### config.mk
export PLATFORM = sky130hd
export DESIGN_NAME = branch_redirect_ctrl
export DESIGN_NICKNAME = d
export VERILOG_FILES = /design/src/rtl/riscv_pkg.sv /design/src/rtl/branch_cond.sv /design/src/rtl/branch_redirect_ctrl.sv
export SDC_FILE = /design/constraint.sdc
export NUM_CORES = 1
export LEC_CHECK = 0
export CELL_PAD_IN_SITES_DETAIL_PLACEMENT = 0
export CELL_PAD_IN_SITES_GLOBAL_PLACEMENT = 1
export CORE_UTILIZATION = 30
export CTS_CLUSTER_DIAMETER = 40
export CTS_CLUSTER_SIZE = 20
export DETAILED_ROUTE_END_ITERATION = 10
export PLACE_DENSITY_LB_ADDON = 0.2
export SLEW_MARGIN = 10
export SYNTH_ARGS = -nofsm -noshare
export SYNTH_HDL_FRONTEND = slang
export SYNTH_SLANG_ARGS = --single-unit
### constraint.sdc
create_clock -name clk -period 2.6 [get_ports clk]
set_clock_uncertainty 0.1 [all_clocks]
set_input_delay 0.39 -clock clk [delete_from_list [all_inputs] [get_ports clk]]
set_output_delay 0.39 -clock clk [all_outputs]
set_load 0.02 [all_outputs]
### src/rtl/riscv_pkg.sv
// Shared RISC-V decode constants and the redirect controller state encoding.
package riscv_pkg;

   localparam logic [6:0] OP_BRANCH = 7'b1100011;
   localparam logic [6:0] OP_JAL    = 7'b1101111;
   localparam logic [6:0] OP_JALR   = 7'b1100111;

   localparam logic [2:0] F3_BEQ  = 3'b000;
   localparam logic [2:0] F3_BNE  = 3'b001;
   localparam logic [2:0] F3_BLT  = 3'b100;
   localparam logic [2:0] F3_BGE  = 3'b101;
   localparam logic [2:0] F3_BLTU = 3'b110;
   localparam logic [2:0] F3_BGEU = 3'b111;

   typedef enum logic [1:0] {
      ST_IDLE     = 2'd0,
      ST_REDIRECT = 2'd1,
      ST_DRAIN    = 2'd2
   } state_t;

   // Performance counters stick at all-ones instead of wrapping.
   function automatic logic [31:0] sat_inc(input logic [31:0] val);
      return (val == 32'hFFFF_FFFF) ? val : val + 32'd1;
   endfunction

endpackage

### src/rtl/branch_cond.sv
// Combinational taken evaluation for conditional branches and unconditional jumps.
module branch_cond
   import riscv_pkg::*;
(
   input  logic [31:0] rs1,
   input  logic [31:0] rs2,
   input  logic [2:0]  br_type,
   input  logic [6:0]  opcode,
   output logic        taken
);

   always_comb begin
      taken = 1'b0;
      case (opcode)
         OP_BRANCH: begin
            case (br_type)
               F3_BEQ:  taken = (rs1 == rs2);
               F3_BNE:  taken = (rs1 != rs2);
               F3_BLT:  taken = ($signed(rs1) <  $signed(rs2));
               F3_BGE:  taken = ($signed(rs1) >= $signed(rs2));
               F3_BLTU: taken = (rs1 <  rs2);
               F3_BGEU: taken = (rs1 >= rs2);
               default: taken = 1'b0;
            endcase
         end
         OP_JAL, OP_JALR: taken = 1'b1;
         default:         taken = 1'b0;
      endcase
   end

endmodule

### src/rtl/branch_redirect_ctrl.sv
// Static not-taken redirect controller: issues a fetch redirect and pipeline
// flushes for every taken branch/jump in EX, and counts branches and redirects.
//
// state       | meaning
// ------------+-----------------------------------------------------------
// ST_IDLE     | watching EX for a taken branch/jump
// ST_REDIRECT | redirect_pc offered to fetch, IF/ID and ID/EX flushed
// ST_DRAIN    | one cycle flushing IF/ID only while fetch restarts
module branch_redirect_ctrl
   import riscv_pkg::*;
(
   input  logic        clk,
   input  logic        rst_n,
   input  logic        ex_valid,
   input  logic [6:0]  ex_opcode,
   input  logic [2:0]  ex_funct3,
   input  logic [31:0] ex_rs1,
   input  logic [31:0] ex_rs2,
   input  logic [31:0] ex_target,
   output logic        redirect_valid,
   output logic [31:0] redirect_pc,
   input  logic        redirect_ready,
   output logic        flush_if_id,
   output logic        flush_id_ex,
   output logic        busy,
   input  logic        cnt_clear,
   output logic [31:0] br_count,
   output logic [31:0] taken_count
);

   state_t state;
   logic   taken;
   logic   start;
   logic   br_hit;

   branch_cond u_branch_cond (
      .rs1     (ex_rs1),
      .rs2     (ex_rs2),
      .br_type (ex_funct3),
      .opcode  (ex_opcode),
      .taken   (taken)
   );

   // EX is only trusted in IDLE; anything seen while busy is wrong-path.
   assign start  = (state == ST_IDLE) && ex_valid && taken;
   assign br_hit = (state == ST_IDLE) && ex_valid && (ex_opcode == OP_BRANCH);

   always_ff @(posedge clk or negedge rst_n) begin
      if (!rst_n) begin
         state       <= ST_IDLE;
         redirect_pc <= '0;
      end else begin
         case (state)
            ST_IDLE: begin
               if (start) begin
                  state       <= ST_REDIRECT;
                  redirect_pc <= ex_target;
               end
            end
            ST_REDIRECT: begin
               if (redirect_ready) state <= ST_DRAIN;
            end
            ST_DRAIN: state <= ST_IDLE;
            default:  state <= ST_IDLE;
         endcase
      end
   end

   always_ff @(posedge clk or negedge rst_n) begin
      if (!rst_n) begin
         br_count    <= '0;
         taken_count <= '0;
      end else if (cnt_clear) begin
         br_count    <= '0;
         taken_count <= '0;
      end else begin
         if (br_hit) br_count    <= sat_inc(br_count);
         if (start)  taken_count <= sat_inc(taken_count);
      end
   end

   assign redirect_valid = (state == ST_REDIRECT);
   assign flush_id_ex    = (state == ST_REDIRECT);
   assign flush_if_id    = (state != ST_IDLE);
   assign busy           = (state != ST_IDLE);

endmodule

---- Word-level counts from Yosys, hierarchy flattened ----
Index checks and enable logic that the tools add are counted.
Widths: inputs -> output; s select.
cells by class
  reduce and logical (&&, ||, !) cells .... 13
  add/sub/neg operators ................... 2
  magnitude comparators ................... 4
  multiplexer cells ....................... 11
  equality and inequality tests ........... 17
operators with widths
  kind                   number
  $mux 32                6
  $add 32x1->32 const B  2
  $eq 32x32->1 const B   2
  $ge 32x32->1           2
  $lt 32x32->1           2
  $eq 32x32->1           1
  $ne 32x32->1           1
  $eq 7x7->1 const B     3
  $eq 3x3->1 const B     4
  $ne 2x2->1 const B     4
  $reduce_and 2->1       4
  $pmux 1 s6             1
  $reduce_bool 2->1      3
  $mux 2                 2
  $pmux 2 s2             1
  $eq 3x1->1 const B     1
  $logic_and 1x1->1      3
  $logic_not 3->1        1
  $eq 2x1->1 const B     1
  $logic_not 2->1        1
  $pmux 1 s2             1
  $reduce_or 2->1        1
word-level totals
  word-level logic and storage cells ...... 51
  bits of input ports ..................... 111
  register bits ........................... 98
  output and inout port bits .............. 100

---- Logic depth before layout (Yosys ltp) ----
  depth after elaboration ................. 6
  depth in mapped cells ................... 13
  gate-level depth less buffers ........... 11

---- Modules after synthesis ----
Synthesis repeated with hierarchy kept, for this count alone.
unflattened totals
  cells, all modules ...................... 673
  area total of the unflattened synthesis .. 5889.4 um^2
by module, submodules not included
  module                area each (um^2)  cells an instance  instances
  branch_redirect_ctrl  4954.8            547                1
  branch_cond           934.6             126                1

---- Least setup slack after synthesis ----
No wires, ideal clock.
  path kind ............................... input -> register
  start ................................... in ex_rs2[14]
  end ..................................... reg taken_count[18]
  buffers on the path ..................... 2
  arrival ................................. 2896 ps
  cell stages on the path ................. 13
  setup time .............................. 147 ps
  slack ................................... -543 ps
  data required time ...................... 2353 ps
  cell sequence ........................... inv_1 ha_1 a21oi_1 nand2_1 a221o_1 o31ai_4 a21boi_1 or3b_4 a311o_1 buf_2 buf_6 a31oi_1 a311oi_1
on the way
  cells in the longest elaborated chain, start to end .. 6
  elaborated cells between the ends (all ways) .. 11
  those cells by class .................... order compare: 4; eq/ne: 2; mux: 2; reduce/logical: 3
ends and longest elaborated chain
  what                                  line                        source
  from (decl)                           branch_redirect_ctrl.sv:18  input logic [31:0] ex_rs2,
  $ge 32x32->1 (tied with other cells)  branch_cond.sv:22           F3_BGEU: taken = (rs1 >= rs2);
  $pmux 1 s6 (*)                        branch_cond.sv:16           case (br_type)
  $pmux 1 s2 (*)                        branch_cond.sv:14           case (opcode)
  $logic_and 1x1->1 (*)                 branch_redirect_ctrl.sv:45  assign start = (state == ST_IDLE) && ex_valid && taken;
  $reduce_bool 2->1 (no line) (*)       n/a
  $reduce_and 2->1 (no line) (*)        n/a
  to (signal assigned)                  branch_redirect_ctrl.sv:78  if (start) taken_count <= sat_inc(taken_count);
  to (decl)                             branch_redirect_ctrl.sv:28  output logic [31:0] taken_count
Every way passes the cells marked *; elsewhere a longest branch is shown, timed or not.
A chain may end at the register's enable or synchronous reset.

---- Final worst setup path ----
  start ................................... in ex_rs1[5]
  end ..................................... reg taken_count[4]
on the way
  cells in the longest elaborated chain, start to end .. 6
  elaborated cells between the ends (all ways) .. 11
  those cells by class .................... order compare: 4; eq/ne: 2; mux: 2; reduce/logical: 3
ends and longest elaborated chain
  what                                  line                        source
  from (decl)                           branch_redirect_ctrl.sv:17  input logic [31:0] ex_rs1,
  $ge 32x32->1 (tied with other cells)  branch_cond.sv:22
  $pmux 1 s6 (*)                        branch_cond.sv:16
  $pmux 1 s2 (*)                        branch_cond.sv:14
  $logic_and 1x1->1 (*)                 branch_redirect_ctrl.sv:45
  $reduce_bool 2->1 (no line) (*)       n/a
  $reduce_and 2->1 (no line) (*)        n/a
Marked as above.

==> flow_metrics.tcl <==
set metrics [dict create \
    dr.pass1.iters 6 \
    required_ns 2.78 \
    nets 1136 \
    arrival_ns 3.13 \
    avgSynthCellArea_um2 8.54 \
    setup_violations 65 \
    cp-end-kind "register" \
    postRouteAntennaNets 0 \
    finalPower_mw 3.91 \
    synth_cell_type_count 61 \
    p_int_mw 2.85 \
    crit_path_start_kind "input port" \
    setup_ws_ns -0.346 \
    placed_area_mm2 0.00897 \
    rsz0062_at_grt "yes" \
    fin_area_mm2 0.0101 \
    numCtsBuffers 9 \
    wire_per_inst_um 16.0 \
    p_leak_nw 4.35 \
    clk_pin_slew_ns 0.08 \
    switching_power_mw 1.06 \
    yosysSeqAreaShare_pct 41.9 \
    r2r_slack_ns -0.15 \
    grt_max_degree 43 \
    start_util_pct 31.0 \
    synth-xor-area-share_pct 3.14 \
    dieArea_mm2 0.0201 \
    yosys.area.top_type "dfrtp_1" \
    synth-edff-count 0 \
    synth_area_mm2 0.00585 \
    gr-total-overflow 0 \
    clkLatencyLatePin_ns 0.35 \
    synthTopCellsByArea "dfrtp_1 42%, nand2_1 9.2%, ha_1 7.3%, a21oi_1 4.4%, inv_1 3.1%" \
    max_freq_mhz 339 \
    synth_mux_area_share_pct 0.962 \
    grt_pass1_vias 6479 \
    relSlewSlack_pct 69.9 \
    synth_ff_type "dfrtp_1" \
    critPathKind "in -> reg" \
    synthSimpleGateAreaFrac_pct 28.3 \
    grt_pass1_wl_mm 32.1 \
    fillers 1718 \
    synth_compound_area_share_pct 12.9 \
    ys_warn_count 0 \
    ir_drop_v 0.000357 \
    power_frac_comb_pct 20.2 \
    cts_buffer_depth 2 \
    htreeDepth 3 \
    drc 0 \
    track_usage_pct 20.3 \
    power_frac_seq_pct 41.4 \
    maxSlewViolCount 0 \
    pre_cts_ws_ns -1.32 \
    min_period_ns 2.95 \
    clockPowerShare_pct 38.4 \
    io_buffers 210 \
    p_sw_share_pct 27.2 \
    final.setup.tns_ns -17.71 \
    max-cap-violations 0 \
    hold_path.class "reg -> reg" \
    syn-num-nets 830 \
    insertedDiodeCount 0 \
    post-dp-hpwl_mm 13.8 \
    cts_tree "done" \
    synth.ff_latch_count 98 \
    die_w_um 142 \
    area_delta_synth_final_pct 73.0 \
    worst_pin_slew_ns 0.451 \
    synth_fa_ha_area_share_pct 7.27 \
    async_reset_ff_share_pct 100 \
    drt-vias-per-instance 4.95 \
    failed_checks "setup timing" \
    clock-sinks 98 \
    coreArea_mm2 0.0189 \
    boundaryPins 211 \
    p_per_area_mw_per_mm2 386 \
    hold_viol_final 0 \
    fin_crit_sh_pct 113 \
    netlist_instances 685 \
    outcome "complete, but fails checks" \
    drive_gt1_share_pct 30.1 \
    root_buffer "clkbuf_16" \
    path_max_fanout 5 \
    rows 50 \
    yosysTopAreaCellShare_pct 41.9 \
    vias 6213 \
    fp.dieH_um 142 \
    drt_iter0_drc 258 \
    gp_congestion 0.779 \
    antenna_found_initial 0 \
    whs_ns 0.370 \
    synth_top_family_by_area "simple AND/OR/NAND/NOR gates" \
    wirelength_mm 20.1 \
]
-- power by group through the flow --
stage | Combinational [mW] | Clock, mW | Sequential, mW
2_1_floorplan | 0.204 | 0 | 1.72
3_3_place_gp | 0.703 | 0 | 1.65
3_5_place_dp | 0.721 | 0 | 1.65
4_1_cts | 0.768 | 1.54 | 1.62
5_1_grt | 0.860 | 1.60 | 1.63
6_report | 0.789 | 1.50 | 1.62
-- registers in the layout, summed over array words and instances, names as in the netlist --
name	count
taken_count	32
state	2
redirect_pc	32
br_count	32
-- stage by stage --
stage                     util [%]  std cells
after detailed placement      47.5       1208
after global placement        47.5       1208
after global routing          53.6       1256
after CTS                     52.1       1249
final                         53.6       1256
after floorplan                  -        685
-- layout by cell type (no fill, tap or decap), types with 9 or more instances in the layout --
master and n:
clkdlybuf4s50_1 140, nand2_1 124, dfrtp_1 93, buf_4 91, nor2_1 40, a21oi_1 34, dlygate4sd2_1 30, nand4_1 29
ha_4 26, nand3_1 23, inv_1 23, inv_2 20, buf_6 19, nand2_2 18, xor2_1 17, a21oi_2 16
o21ai_0 16, or3_1 16, and3_1 14, buf_2 14, clkdlybuf4s15_1 13, clkbuf_16 10, o21ai_1 9, nor3_1 9
-- critical path: stages --
cell	delay, ns
clkdlybuf4s15_2	0.21
ha_4	0.23
a21oi_2	0.12
o21ai_1	0.07
a221o_1	0.35
o31a_1	0.36
nor3_2	0.22
or3b_4	0.19
buf_4	0.13
a31oi_2	0.16
or4_4	0.56
a21oi_2	0.14
-- path summary, 6_finish.rpt --
path	start	endpoint	depth (start not counted)
max in group asynchronous	rst_n	br_count[14]	3
setup reg to reg	state[1]	taken_count[10]	10
hold reg to reg	redirect_pc[3]	redirect_pc[3]	2
hold / removal	redirect_pc[3]	redirect_pc[3]	2
setup / recovery	ex_rs1[5]	taken_count[4]	12
min in group asynchronous	rst_n	redirect_pc[27]	2
-- cell usage after synthesis, types with 6 or more instances --
master,count
xor2_1,17
nand2b_1,6
o21ai_0,24
nor3_1,17
clkbuf_1,11
ha_1,34
and3_1,15
nor2_1,43
inv_1,49
nand4_1,29
buf_2,9
a31o_1,6
nor2b_1,8
dfrtp_1,98
or4_1,8
or3_1,18
a21oi_1,51
a31o_2,6
nand2_1,143
and4_1,6
nand3_1,24
-- kinds of logic after synthesis --
group	after synthesis
and+or+nand+nor	335
DFF	98
adders and majority gates	34
buffers and inverters	75
muxes	5
xor gates and xnor gates	21
AOI/OAI and AO/OA	117
-- routing by layer --
metal	GRT usage, %	wire length, um
met1	23.9	8550
met2	37.1	10400
met3	4.42	931
met4	5.04	218
met5	0	0
-- final cells by class --
| type | count | area [um^2] | area share [%] |
|---|---|---|---|
| flip-flops and latches | 98 | 2460 | 24.3 |
| repair buffers | 318 | 2930 | 28.9 |
| clock inverters | 6 | 96.3 | 0.952 |
| inverters | 49 | 209 | 2.06 |
| clock buffers | 10 | 229 | 2.26 |
| well taps | 260 | 325 | 3.21 |
| multi-input cells | 515 | 3880 | 38.3 |
-- what timing repair did --
item | in CTS | in global routing
hold buffers | 1 | 0
setup endpoints to repair | 79 | 87
gates cloned | 3 | 1
pin swaps | 63 | 52
hold endpoints to repair | 27 | 0
buffers inserted | 23 | 7
resized for setup | 231 | 60
Power figures use the tool's default switching activity.
